### src/rtl/vin_fbwrite.sv
// vin_fbwrite: frame-buffer writer for the video input path.
// Groups 32-bit pixel words from the input FIFO into fixed-length write
// bursts, issues one memory write command per burst, and ping-pongs whole
// frames between two buffers. Short frames are zero-padded to a burst
// boundary and flagged; words arriving after a complete frame are dropped.
module vin_fbwrite #(
    parameter logic [29:0] FB_BASE0    = 30'h0000000,
    parameter logic [29:0] FB_BASE1    = 30'h0200000,
    parameter int          FRAME_WORDS = 480000,
    parameter int          BURST_LEN   = 16,
    parameter logic        VS_POL      = 1'b1
) (
    input  logic        clk,
    input  logic        rst,
    input  logic        v_vsync,
    input  logic [31:0] v_pixel,
    input  logic        v_valid,
    output logic        v_ready,
    output logic        wr_en,
    output logic [31:0] wr_data,
    input  logic        wr_full,
    output logic        cmd_en,
    output logic [29:0] cmd_addr,
    output logic [5:0]  cmd_bl,
    input  logic        cmd_full,
    output logic        fb_front,
    output logic        frame_done,
    output logic        err_short,
    output logic        err_long
);

    localparam logic [2:0] S_WAIT_VS = 3'd0;
    localparam logic [2:0] S_FILL    = 3'd1;
    localparam logic [2:0] S_PAD     = 3'd2;
    localparam logic [2:0] S_CMD     = 3'd3;
    localparam logic [2:0] S_DISCARD = 3'd4;

    localparam logic [5:0]  BL_LAST = 6'(BURST_LEN - 1);
    localparam logic [19:0] BL_W20  = 20'(BURST_LEN);
    localparam logic [20:0] BL_W21  = 21'(BURST_LEN);
    localparam logic [20:0] FRAME_W = 21'(FRAME_WORDS);

    logic [2:0]  r_state;
    logic        r_vs_prev;
    // r_word_cnt holds the words of all completed bursts in the frame, so it
    // is always the word offset of the burst currently being assembled.
    logic [19:0] r_word_cnt;
    logic [5:0]  r_burst_cnt;
    logic        r_abort;
    logic        r_vs_pend;
    logic [29:0] r_cmd_addr;
    logic        r_fb_front;
    logic        r_frame_done;
    logic        r_err_short;
    logic        r_err_long;

    logic        w_vs_edge;
    logic [29:0] w_base;
    logic [29:0] w_burst_addr;
    logic        w_accept;
    logic        w_pad_push;
    logic        w_cmd_issue;
    logic        w_frame_full;
    logic        w_burst_last;

    assign w_vs_edge    = (v_vsync == VS_POL) && (r_vs_prev != VS_POL);
    // The back buffer (the one not on display) is always the write target.
    assign w_base       = r_fb_front ? FB_BASE0 : FB_BASE1;
    assign w_burst_addr = w_base + {8'd0, r_word_cnt, 2'b00};
    assign w_accept     = (r_state == S_FILL) && v_valid && !wr_full;
    assign w_pad_push   = (r_state == S_PAD) && !wr_full;
    assign w_cmd_issue  = (r_state == S_CMD) && !cmd_full;
    assign w_frame_full = ({1'b0, r_word_cnt} + BL_W21) == FRAME_W;
    assign w_burst_last = (r_burst_cnt == BL_LAST);

    assign cmd_en     = w_cmd_issue;
    assign cmd_addr   = r_cmd_addr;
    assign cmd_bl     = BL_LAST;
    assign fb_front   = r_fb_front;
    assign frame_done = r_frame_done;
    assign err_short  = r_err_short;
    assign err_long   = r_err_long;

    // Zero-latency input handshake and write-data path, selected by state.
    always_comb begin
        v_ready = 1'b0;
        wr_en   = 1'b0;
        wr_data = 32'd0;
        case (r_state)
            S_WAIT_VS, S_DISCARD: v_ready = 1'b1;
            S_FILL: begin
                v_ready = !wr_full;
                wr_en   = v_valid && !wr_full;
                wr_data = v_pixel;
            end
            S_PAD:   wr_en = !wr_full;
            default: ;
        endcase
    end

    // Frame/burst sequencing, command generation and status flags.
    always_ff @(posedge clk) begin
        if (rst) begin
            r_state      <= S_WAIT_VS;
            r_vs_prev    <= !VS_POL;
            r_word_cnt   <= 20'd0;
            r_burst_cnt  <= 6'd0;
            r_abort      <= 1'b0;
            r_vs_pend    <= 1'b0;
            r_cmd_addr   <= 30'd0;
            r_fb_front   <= 1'b0;
            r_frame_done <= 1'b0;
            r_err_short  <= 1'b0;
            r_err_long   <= 1'b0;
        end else begin
            r_vs_prev    <= v_vsync;
            r_frame_done <= 1'b0;
            case (r_state)
                S_WAIT_VS: begin
                    if (w_vs_edge) begin
                        r_state     <= S_FILL;
                        r_word_cnt  <= 20'd0;
                        r_burst_cnt <= 6'd0;
                        r_abort     <= 1'b0;
                        r_vs_pend   <= 1'b0;
                    end
                end
                S_FILL: begin
                    if (w_vs_edge && r_burst_cnt == 6'd0) begin
                        // Frame restart on a burst boundary; a word accepted
                        // in this cycle is the first word of the new frame.
                        if (r_word_cnt != 20'd0)
                            r_err_short <= 1'b1;
                        r_word_cnt <= 20'd0;
                        if (w_accept && w_burst_last) begin
                            r_cmd_addr  <= w_base;
                            r_abort     <= 1'b0;
                            r_vs_pend   <= 1'b0;
                            r_burst_cnt <= 6'd0;
                            r_state     <= S_CMD;
                        end else begin
                            r_burst_cnt <= w_accept ? 6'd1 : 6'd0;
                        end
                    end else if (w_accept && w_burst_last) begin
                        // Burst complete; a coincident vsync is handled once
                        // the command is out, exactly as a pending edge.
                        r_cmd_addr <= w_burst_addr;
                        r_abort    <= 1'b0;
                        r_vs_pend  <= w_vs_edge;
                        r_state    <= S_CMD;
                    end else if (w_vs_edge) begin
                        r_burst_cnt <= r_burst_cnt + 6'(w_accept);
                        r_err_short <= 1'b1;
                        r_state     <= S_PAD;
                    end else if (w_accept) begin
                        r_burst_cnt <= r_burst_cnt + 6'd1;
                    end
                end
                S_PAD: begin
                    if (w_pad_push) begin
                        if (w_burst_last) begin
                            r_cmd_addr <= w_burst_addr;
                            r_abort    <= 1'b1;
                            r_state    <= S_CMD;
                        end else begin
                            r_burst_cnt <= r_burst_cnt + 6'd1;
                        end
                    end
                end
                S_CMD: begin
                    if (w_vs_edge)
                        r_vs_pend <= 1'b1;
                    if (w_cmd_issue) begin
                        r_burst_cnt <= 6'd0;
                        r_vs_pend   <= 1'b0;
                        r_abort     <= 1'b0;
                        r_state     <= S_FILL;
                        if (r_abort) begin
                            r_word_cnt <= 20'd0;
                        end else if (w_frame_full) begin
                            // Swap first, then honour any pending vsync.
                            r_fb_front   <= ~r_fb_front;
                            r_frame_done <= 1'b1;
                            r_word_cnt   <= 20'd0;
                            if (!(r_vs_pend || w_vs_edge))
                                r_state <= S_DISCARD;
                        end else if (r_vs_pend || w_vs_edge) begin
                            r_err_short <= 1'b1;
                            r_word_cnt  <= 20'd0;
                        end else begin
                            r_word_cnt <= r_word_cnt + BL_W20;
                        end
                    end
                end
                S_DISCARD: begin
                    if (v_valid)
                        r_err_long <= 1'b1;
                    if (w_vs_edge) begin
                        r_state     <= S_FILL;
                        r_word_cnt  <= 20'd0;
                        r_burst_cnt <= 6'd0;
                    end
                end
                default: r_state <= S_WAIT_VS;
            endcase
        end
    end

endmodule

### config.mk
export PLATFORM = sky130hd
export DESIGN_NAME = vin_fbwrite
export DESIGN_NICKNAME = d
export VERILOG_FILES = /design/src/rtl/vin_fbwrite.sv
export SDC_FILE = /design/constraint.sdc
export NUM_CORES = 1
export LEC_CHECK = 0
export ABC_AREA = 1
export BUFFER_PORTS_ARGS = -buffer_cell sky130_fd_sc_hd__buf_2
export CORE_AREA = 2 2 119 121
export DETAILED_ROUTE_END_ITERATION = 16
export DIE_AREA = 0 0 121 123
export GPL_ROUTABILITY_DRIVEN = 1
export GPL_TIMING_DRIVEN = 0
export PLACE_DENSITY = 0.49
export SYNTH_ARGS = -nofsm -noshare
export SYNTH_HDL_FRONTEND = slang
export SYNTH_SLANG_ARGS = --single-unit
### constraint.sdc
create_clock -name clk -period 3.37 [get_ports clk]
set_clock_uncertainty 0.05 [all_clocks]
set_input_delay 0.674 -clock clk [delete_from_list [all_inputs] [get_ports clk]]
set_output_delay 0.674 -clock clk [all_outputs]
set_load 0.1 [all_outputs]
==> flow_summary.yaml <==
sta:
  min_period_over_period_pct: 82.8
  finalHoldViolCount: 0
  fmax_mhz: 359
  fin_crit_ps: 2790
  rsz0062_at_grt: "false"
  worst_pin_slew_ps: 645
  setup_viol: 0
  fin_tns_setup_ps: 0
  relSlewSlack_pct: 57.0
  slew_viol_final: 0
critical_path:
  r2r-start: "r_vs_prev$_SDFF_PP0_"
  crit_path_cell_trace: "nor2_4 -> nand2_2 -> buf_2 -> buf_1 -> nor2_1 -> buf_2"
  r2r_cells: 7
  critical_path_class: "register to primary output"
  r2r_end: "cmd_addr[11]$_SDFFE_PP0P_"
  start_kind: "register"
  critical_path.max_fanout: 10
  slowest_delay_ps: 450
  path_common_cell: "buf_2"
  crit_arrival_ps: 2070
  worst-r2r-setup-slack_ps: 1180
  cp-end-kind: "primary output"
  cp_slowest_cell: "buf_2"
  worst_ep_required_time_ps: 2650
cts:
  post_cts.repair.setup_buffers: 0
  clock_insertion_delay_worst_skew_ps: 290
  cts_tree: "done"
  postCtsHoldBufs: 0
  clk_path_buf_depth: 2
  cts_inserted_buffers: 5
  clock_sinks: 50
  root_buffer: "clkbuf_16"
  htreeDepth: 2
  post_cts_resized: 0
  clk_pin_slew_ps: 70
grt:
  antenna_found_initial: 0
  grt_pass1_wl_um: 15600
  grt_overflow: 0
  grt_pass1_vias: 3237
  track_usage_pct: 12.9
  grt_start_max_net_pins: 15
cells_and_area:
  multi_input_area_um2: 1980
  utilization_pct: 32.0
  seqCellArea_um2: 1000
  finalInstanceArea_um2: 4360
  fill_cells: 1500
  fin_nets: 704
  antenna_cells: 0
  area_growth_pct: 25.6
  drive_above_1_share_pct: 26.4
die:
  core_area_um2: 13600
  rows: 43
  initial_core_util_pct: 25.5
  die_area_um2: 14900
  ios: 113
  dieWidth_um: 121
  chipHeight_um: 123
routing:
  drcViolationCount: 0
  wirelength_um: 9990
  vias_per_cell: 4.40
  dr.pass1.iters: 4
  drtIter0Drc: 234
  antenna_left: 0
  vias: 3685
  wl_per_cell_um: 11.9
status:
  status: "complete, no violations"
min_path:
  worstHoldPathCells: 2
  hp-start: "err_short$_SDFFE_PP0P_"
  hold_path_end: "err_short$_SDFFE_PP0P_"
  worst_hold_path_type: "register to register"
logic_synthesis:
  syn_inst: 542
  synth_largest_area_cell: "dfxtp_1"
  syn_avg_cell_area_um2: 6.40
  synth_top_area_share_pct: 28.8
  ys.flop_type: "dfxtp_1"
  synth-seq-area-share_pct: 28.8
  ys_warn_count: 0
  synth_seq_cells: 50
  synth-edff-count: 0
  synthDistinctLibCells: 41
  netlist_area_um2: 3470
  async_flop_share_pct: 0
  yosys-top-cells-area: "dfxtp_1 29%, nor2_1 10%, nand2_1 8.9%"
placed_design:
  placed_cell_area_um2: 4230
  dp_hpwl_um: 7910
  place_congestion: 0.892
  port_buffers: 96
power_and_ir_drop:
  power_mw: 2.94
  p_leak_nw: 2.11
  cellPowerDensity_nw_per_um2: 673
  peakVddDrop_v: 0.000239
run:
  max_cap_violations: 0
-- worst max-delay path by stage --
stage,startpoint,endpoint,cells after the start,slack (ps)
3_3_place_gp,v_vsync,cmd_addr[11]$_SDFFE_PP0P_,9,770
5_1_grt,r_state[2]$_SDFFE_PP0P_,wr_data[8],6,450
4_1_cts,r_state[0]$_SDFFE_PP0P_,wr_data[8],7,550
3_5_place_dp,v_vsync,cmd_addr[14]$_SDFFE_PP0P_,9,750
2_1_floorplan,r_state[0]$_SDFFE_PP0P_,wr_data[0],6,370
6_report,r_state[2]$_SDFFE_PP0P_,wr_data[8],6,580
-- layer usage --
metal	global-route usage (%)	wire, um	vias up
met3	1.85	490	4
met5	0	0	-
met2	23.9	4960	94
met4	1.96	37	0
met1	16.2	4500	1664
li1	-	-	1923
-- layout make-up --
class | count | area share, %
Buffer | 37 | 5.45
Clock buffer | 5 | 2.87
Clock inverter | 2 | 0.230
Tap cell | 180 | 5.16
Multi-Input combinational cell | 387 | 45.3
Timing Repair Buffer | 96 | 11.0
Inverter | 81 | 7.00
Sequential cell | 50 | 23.0
-- cell families after synthesis --
logic type	after synthesis	share of synthesized area (%)
flops	50	28.8
xor+xnor	10	2.52
buf+inv	118	15.6
compound gates	82	13.3
fa+ha+maj	8	2.88
other cells	2	0.216
simple gates	272	36.6
-- cells in the mapped netlist, types with 8 or more instances --
library cell	count
inv_1	75
nand3_1	30
nand2_1	82
nor3_1	21
dfxtp_1	50
nand2_2	10
nor2_1	93
buf_4	20
a21oi_1	43
o21ai_0	18
ha_1	8
nand4_1	11
nor2_4	9
-- placed cells by master (no fill, tap or decap), drive strengths merged, types with 8 or more instances in the layout --
master / count
buf: 128
nor2: 109
nand2: 94
inv: 80
dfxtp: 50
a21oi: 44
nand3: 33
o21ai: 26
nor3: 21
conb: 15
nand4: 11
clkbuf: 10
ha: 8
-- worst max-delay path, delay by kind of cell, from the launching register on --
kind,cells,cell delay [ps]
buffers and inverters,3,910
flip-flops,1,400
AND/OR/NAND/NOR,3,450
-- metrics by stage --
step	hold WS [ps]	setup slack, ps	cells
finish	412	581	838
global route	439	451	838
CTS	409	555	838
detailed placement	399	751	831
global placement	394	772	831
floorplan	388	372	555
-- state kept, by name (all words and copies together) (netlist names) --
signal       flops
r_vs_pend        1
r_state          3
r_abort          1
err_long         1
fb_front         1
cmd_addr        18
err_short        1
r_burst_cnt      6
r_word_cnt      16
r_vs_prev        1
frame_done       1
-- where the power goes --
| group | leakage, nW | internal [mW] | switching (mW) | total [mW] |
|---|---|---|---|---|
| Sequential | 0.405 | 0.643 | 0.0401 | 0.683 |
| Combinational | 1.64 | 0.334 | 1.44 | 1.77 |
| Clock | 0.0694 | 0.269 | 0.213 | 0.482 |
No activity file was read; power rests on OpenSTA's default activity.
